<file path="src/rtl/mem_wb_skid_stage.sv">
// MEM->WB pipeline register with a two-entry skid buffer.
// in_ready is registered, so no combinational ready path runs through this stage.
module mem_wb_skid_stage #(
  parameter int XLEN      = 32,
  parameter int REG_AW    = 5,
  parameter int SEL_W     = 1,
  parameter int ZERO_KILL = 1
) (
  input  logic              clk,
  input  logic              rst,
  input  logic              flush,
  input  logic              in_valid,
  output logic              in_ready,
  input  logic [XLEN-1:0]   in_mem_data,
  input  logic [XLEN-1:0]   in_ex_result,
  input  logic [REG_AW-1:0] in_rd,
  input  logic              in_werf,
  input  logic [SEL_W-1:0]  in_wb_sel,
  output logic              out_valid,
  input  logic              out_ready,
  output logic [XLEN-1:0]   out_mem_data,
  output logic [XLEN-1:0]   out_ex_result,
  output logic [REG_AW-1:0] out_rd,
  output logic              out_werf,
  output logic [SEL_W-1:0]  out_wb_sel,
  output logic [1:0]        occupancy
);

  localparam int PW = 2*XLEN + REG_AW + 1 + SEL_W;

  // State encoding doubles as the beat count.
  localparam logic [1:0] S_EMPTY = 2'd0;
  localparam logic [1:0] S_ONE   = 2'd1;
  localparam logic [1:0] S_TWO   = 2'd2;

  logic [1:0]    r_state;
  logic [1:0]    w_state_nxt;
  logic          r_in_ready;
  logic [PW-1:0] r_main;
  logic [PW-1:0] r_skid;
  logic [PW-1:0] w_in;
  logic          w_accept;
  logic          w_pop;
  logic          w_ld_main_in;
  logic          w_ld_main_skid;
  logic          w_ld_skid;
  logic          w_werf;
  logic          w_kill;

  assign w_in     = {in_mem_data, in_ex_result,
                     in_rd, in_werf, in_wb_sel};
  assign out_valid = (r_state != S_EMPTY);
  assign w_accept = in_valid & r_in_ready;
  assign w_pop    = out_valid & out_ready;

  always_comb begin
    w_state_nxt    = r_state;
    w_ld_main_in   = 1'b0;
    w_ld_main_skid = 1'b0;
    w_ld_skid      = 1'b0;
    if (flush) begin
      w_state_nxt = S_EMPTY;
    end else begin
      unique case (r_state)
        S_EMPTY: begin
          if (w_accept) begin
            w_ld_main_in = 1'b1;
            w_state_nxt  = S_ONE;
          end
        end
        S_ONE: begin
          if (w_pop && w_accept) begin
            w_ld_main_in = 1'b1;
          end else if (w_pop) begin
            w_state_nxt = S_EMPTY;
          end else if (w_accept) begin
            w_ld_skid   = 1'b1;
            w_state_nxt = S_TWO;
          end
        end
        S_TWO: begin
          if (w_pop) begin
            w_ld_main_skid = 1'b1;
            w_state_nxt    = S_ONE;
          end
        end
        default: w_state_nxt = S_EMPTY;
      endcase
    end
  end

  always_ff @(posedge clk or posedge rst) begin
    if (rst) begin
      r_state    <= S_EMPTY;
      r_in_ready <= 1'b0;
    end else begin
      r_state    <= w_state_nxt;
      r_in_ready <= (w_state_nxt != S_TWO);
    end
  end

  // Payload is left untouched on flush; out_valid gates it.
  always_ff @(posedge clk or posedge rst) begin
    if (rst) begin
      r_main <= '0;
    end else if (w_ld_main_in) begin
      r_main <= w_in;
    end else if (w_ld_main_skid) begin
      r_main <= r_skid;
    end
  end

  always_ff @(posedge clk or posedge rst) begin
    if (rst) begin
      r_skid <= '0;
    end else if (w_ld_skid) begin
      r_skid <= w_in;
    end
  end

  assign {out_mem_data, out_ex_result,
          out_rd, w_werf, out_wb_sel} = r_main;

  assign w_kill    = (ZERO_KILL != 0) && (out_rd == '0);
  assign out_werf  = out_valid & w_werf & ~w_kill;
  assign in_ready  = r_in_ready;
  assign occupancy = r_state;

endmodule

</file>
<file path="config.mk">
export PLATFORM = sky130hd
export DESIGN_NAME = mem_wb_skid_stage
export DESIGN_NICKNAME = d
export VERILOG_FILES = /design/src/rtl/mem_wb_skid_stage.sv
export SDC_FILE = /design/constraint.sdc
export NUM_CORES = 1
export LEC_CHECK = 0
export CAP_MARGIN = 20
export CORE_MARGIN = 2
export CORE_UTILIZATION = 40
export DETAILED_ROUTE_END_ITERATION = 8
export PLACE_DENSITY = 0.67
export SLEW_MARGIN = 40
export SYNTH_ARGS = -nofsm -noshare
export SYNTH_HDL_FRONTEND = slang
export SYNTH_SLANG_ARGS = --single-unit
</file>
<file path="constraint.sdc">
create_clock -name clk -period 9.7 [get_ports clk]
set_input_delay 2.91 -clock clk [delete_from_list [all_inputs] [get_ports clk]]
set_output_delay 2.91 -clock clk [all_outputs]
set_load 0.02 [all_outputs]
</file>
* Word-level counts from Yosys, hierarchy flattened *
Index checks and enable logic that the tools add are counted.

storage, ports and cells
  register bits after elaboration = 145
  output and inout port bits = 75

cells by class
  eq/ne operators = 3
  multiplexer cells = 20
  bitwise gates (word level) = 5
  reductions and logical operators = 5

operator list
  kind                number
  $mux 71             2
  $mux 2              6
  $mux 1              10
  $pmux 2 s3          1
  $logic_not 5->1     1
  $and 1x1->1         4
  $reduce_bool 2->1   2
  $eq 2x1->1 const B  1
  $eq 2x2->1 const B  1
  $logic_not 2->1     1
  $ne 2x2->1 const B  1
  $pmux 1 s2          1
  $logic_and 1x1->1   1
  $not 1->1           1

* Logic depth before layout (Yosys ltp) *
  word-level depth = 7
  depth in mapped cells = 8
  depth with buffers taken out = 4

* Worst setup path before layout *
OpenSTA, ideal clock, no wires.

  path kind = reg2out
  start = register r_state[1], in the netlist occupancy[1]
  end = output out_werf
  arrival = 1.204 ns
  required time = 6.790 ns
  path slack = 5.586 ns
  cell stages (with the launch flop) = 4
  path through = dfrtp_1 > buf_2 > or2_2 > o211a_1

between the ends
  longest elaborated chain between the ends = 3

RTL lines
  what                      line  text
  start, declared           36    logic [1:0] r_state;
  start signal, assigned    97    r_state <= w_state_nxt;
  $reduce_bool 2->1         52    assign out_valid = (r_state != S_EMPTY);
  net out_valid             19    output logic out_valid,
  $and 1x1->1 (2 in a row)  125   assign out_werf = out_valid & w_werf & ~w_kill;
  end, declared             24    output logic out_werf,

The timed path passes the listed nets, and every way through them passes these cells.

* Worst setup path in the final report *
  start = input flush
  end = register r_main[54]

between the ends
  longest elaborated chain between the ends = 2
  elaborated cells on any way between the ends = 4
  classes of those cells = mux (3); reduce/logical (1)

RTL lines
  what                                                 line  text
  start, declared                                      11    input logic flush,
  $mux 1                                               61    if (flush) begin
  $mux 71 / $reduce_bool 2->1 (equally long branches)  -
  end signal, assigned                                 107   r_main <= w_in;
  end signal, assigned                                 109   r_main <= r_skid;
  end, declared                                        39    logic [PW-1:0] r_main;

Several ways; a longest one is shown, not always the timed one.
A chain may end at the register's enable or synchronous reset.

==> flow_results.xml <==
<?xml version="1.0" encoding="UTF-8"?>
<metrics>
  <group name="run_status">
    <metric name="status" unit="">completed</metric>
  </group>
  <group name="floorplan">
    <metric name="io_pins" unit="">151</metric>
    <metric name="floorplan.initialDensity" unit="%">41.2</metric>
    <metric name="die_x" unit="um">130</metric>
    <metric name="chipHeight" unit="um">130</metric>
    <metric name="fp.dieArea" unit="mm2">0.0168</metric>
    <metric name="core.rowCount" unit="">45</metric>
    <metric name="core" unit="mm2">0.0153</metric>
  </group>
  <group name="place">
    <metric name="port_buffers" unit="">150</metric>
    <metric name="globalplace.congestion" unit="">0.758</metric>
    <metric name="detailed_place_hpwl" unit="um">8600</metric>
  </group>
  <group name="critical_path">
    <metric name="max_stage_delay" unit="ns">0.67</metric>
    <metric name="crit_path_start_kind" unit="">input port</metric>
    <metric name="crit_path_max_fanout" unit="">72</metric>
    <metric name="critPathCaptureType" unit="">register</metric>
    <metric name="path_class" unit="">in -&gt; reg</metric>
    <metric name="critical_path_arrival" unit="ns">5.54</metric>
    <metric name="critPathRequiredTime" unit="ns">10.05</metric>
    <metric name="worst_r2r_startpoint" unit="">occupancy[1]</metric>
    <metric name="ff2ff_path_depth" unit="">6</metric>
    <metric name="critical_path_cell_sequence" unit="">clkdlybuf4s50_1, nor4bb_4, buf_4, a41oi_4, buf_4, nand2_1, nand2_1</metric>
    <metric name="crit_slowest_cell" unit="">sky130_fd_sc_hd__a41oi_4</metric>
    <metric name="startpoint" unit="">flush</metric>
  </group>
  <group name="grt">
    <metric name="grt_first_pass_wirelength" unit="um">21700</metric>
    <metric name="global_route.usage.met3" unit="%">3.88</metric>
    <metric name="gr-total-overflow" unit="">0</metric>
    <metric name="grt_pass1_vias" unit="">4243</metric>
    <metric name="grt_usage" unit="%">16.5</metric>
    <metric name="globalRoute.busiestLayer" unit="">met2</metric>
    <metric name="grt_util_met2" unit="%">25.7</metric>
    <metric name="grt_antenna_before_repair" unit="">0</metric>
    <metric name="met1_use_gr" unit="%">22.4</metric>
    <metric name="grt_max_degree" unit="">81</metric>
  </group>
  <group name="sta">
    <metric name="tightest_slew" unit="ns">0.858</metric>
    <metric name="rsz_0062_raised_after_global_routing" unit="">false</metric>
    <metric name="final-hold-violation-count" unit="">0</metric>
    <metric name="finalClockSkew" unit="ns">0.00625</metric>
    <metric name="relSlewSlack" unit="%">42.8</metric>
    <metric name="max_slew_vio_count" unit="">0</metric>
    <metric name="max_freq" unit="MHz">192</metric>
    <metric name="finalWorstPathRequiredPeriod" unit="ns">5.20</metric>
    <metric name="setup_violations" unit="">0</metric>
    <metric name="fin_tns_setup" unit="ns">0</metric>
    <metric name="min_period_over_period" unit="%">53.6</metric>
  </group>
  <group name="power_and_ir_drop">
    <metric name="powerDensity" unit="mW/mm2">234</metric>
    <metric name="max-vdd-ir-drop" unit="uV">116</metric>
    <metric name="total_leakage_power" unit="uW">0.00368</metric>
  </group>
  <group name="hold_path">
    <metric name="hold_path_startpoint" unit="">r_main[53]</metric>
    <metric name="holdPathStages" unit="">2</metric>
    <metric name="hp-class" unit="">reg -&gt; reg</metric>
  </group>
  <group name="final_layout">
    <metric name="num_antenna_cells" unit="">0</metric>
    <metric name="nNetsFinal" unit="">702</metric>
    <metric name="drive_gt1_share" unit="%">18.0</metric>
    <metric name="fillCellCount" unit="">1355</metric>
    <metric name="final_core_utilization" unit="%">53.2</metric>
    <metric name="total_area_of_sequential_cells" unit="mm2">0.00363</metric>
    <metric name="layout_common_cells" unit="">150 x sky130_fd_sc_hd__clkdlybuf4s50_1, 145 x sky130_fd_sc_hd__dfrtp_1, 142 x sky130_fd_sc_hd__nand2_1</metric>
    <metric name="most_common_cell_after_layout_fill_and_taps_aside" unit="">sky130_fd_sc_hd__clkdlybuf4s50_1</metric>
    <metric name="layout-area-overhead-vs-synth" unit="%">29.0</metric>
    <metric name="multi_input_area" unit="mm2">0.00206</metric>
  </group>
  <group name="drt">
    <metric name="vias" unit="">4328</metric>
    <metric name="drtPass1Iterations" unit="">4</metric>
    <metric name="route.detailed.wl_per_inst" unit="um">15.9</metric>
    <metric name="drtAntennaViolNets" unit="">0</metric>
    <metric name="vias_per_cell" unit="">5.09</metric>
    <metric name="remaining_drc_errors" unit="">0</metric>
    <metric name="routed_wl" unit="um">13500</metric>
    <metric name="drt_iter0_markers" unit="">257</metric>
  </group>
  <group name="synthesis">
    <metric name="synth.yosys.seq_area_share" unit="%">57.4</metric>
    <metric name="netlist.area_leader.share" unit="%">57.4</metric>
    <metric name="yosysUniqueCellTypes" unit="">25</metric>
    <metric name="syn_nets" unit="">625</metric>
    <metric name="post_synth_main_area_contributors" unit="">sky130_fd_sc_hd__dfrtp_1 57%, sky130_fd_sc_hd__mux2_2 13%, sky130_fd_sc_hd__nand2_1 8.4%, sky130_fd_sc_hd__buf_4 8.3%, sky130_fd_sc_hd__a22oi_1 8.2%</metric>
    <metric name="synthCells" unit="">549</metric>
    <metric name="syn-cell-area" unit="mm2">0.00632</metric>
    <metric name="synth_area_per_cell" unit="um2">11.5</metric>
    <metric name="synth_area_leader_cell" unit="">sky130_fd_sc_hd__dfrtp_1</metric>
    <metric name="yosys_warnings" unit="">0</metric>
    <metric name="yosys_register_bits" unit="">145</metric>
  </group>
  <group name="clock_network">
    <metric name="post_cts_resize_count" unit="">0</metric>
    <metric name="maximum_clock_path_buffer_count" unit="">2</metric>
    <metric name="cts.sinks" unit="">145</metric>
    <metric name="hold_buffers" unit="">0</metric>
    <metric name="clock-root-buffer" unit="">sky130_fd_sc_hd__clkbuf_16</metric>
    <metric name="cts_htree_levels" unit="">4</metric>
    <metric name="clkLatencyLatePin" unit="ns">0.41</metric>
    <metric name="cts_inserted_buffers" unit="">17</metric>
    <metric name="cts_tree" unit="">built</metric>
    <metric name="post_cts.repair.setup_buffers" unit="">0</metric>
    <metric name="clk_transition_reported_paths" unit="ns">0.06</metric>
  </group>
  <group name="job">
    <metric name="cap_viol_max_count" unit="">0</metric>
  </group>
</metrics>
[power by group]
group | switching (uW) | internal [uW]
Clock | 248 | 429
Sequential | 80.2 | 750
Combinational | 184 | 216
[stage by stage]
stage                     instances  power (uW)  hold slack (ns)  cell area, um2  setup slack [ns]
after global placement          817        1220            0.457            7510              4.16
final                           850        1910            0.472            8150              4.50
after detailed placement        817        1240            0.463            7510              4.04
after CTS                       849        1930            0.477            8130              4.47
after floorplan                 549        1120            0.447            6320              2.90
after global routing            850        2000            0.497            8150              4.27
[synthesized netlist by cell type, drive strengths merged]
cell type  number
inv             2
mux2i           3
a211o           1
nor4bb          1
a41oi           1
nand4b          1
nor4            1
or2             1
nor2            2
nand2         142
o22a            1
nand4           1
mux2           71
o21ai           2
o211a           1
o21a            1
buf            87
or4             1
nand2b          2
nor2b           1
a22oi          69
clkbuf         12
dfrtp         145
[path summary, 6_finish.rpt]
path / slack, ns / to
setup / recovery: 4.50 / r_main[54]
hold / removal: 0.47 / r_main[53]
setup reg to reg: 7.04 / r_main[54]
hold reg to reg: 0.47 / r_main[53]
max in group asynchronous: 5.61 / r_main[13]
min in group asynchronous: 2.96 / r_main[49]
[cell type report]
type | count | share of cell area (%)
Clock buffer | 18 | 5.27
Clock inverter | 14 | 2.30
Inverter | 2 | 0.154
Multi-Input combinational cell | 303 | 25.2
Sequential cell | 145 | 44.5
Tap cell | 211 | 3.24
Timing Repair Buffer | 157 | 19.3
[flip-flops by register name (all words and copies together), names as in the netlist]
name       count
r_skid        71
occupancy      2
r_main        71
in_ready       1
[critical path, delay by kind of cell]
kind | cells | cell delay [ns]
buffers and inverters | 3 | 1.60
AOI/OAI and AO/OA | 1 | 0.67
and+or+nand+nor | 3 | 0.31
[cell families (layout without fill, tap and decap cells)]
kind of cell,count (synthesis),after routing,share of synthesized area (%)
flops,145,145,57.4
mux,74,74,13.1
simple gates,153,153,9.85
buf+inv,101,191,10.4
compound gates,76,76,9.17
[routing by layer]
layer | share of wire (%) | vias to the layer above
li1 | - | 1970
met1 | 45 | 2195
met2 | 48 | 145
met3 | 5.5 | 18
met4 | 1.6 | 0
met5 | 0 | -
No activity file was read; power rests on OpenSTA's default activity.
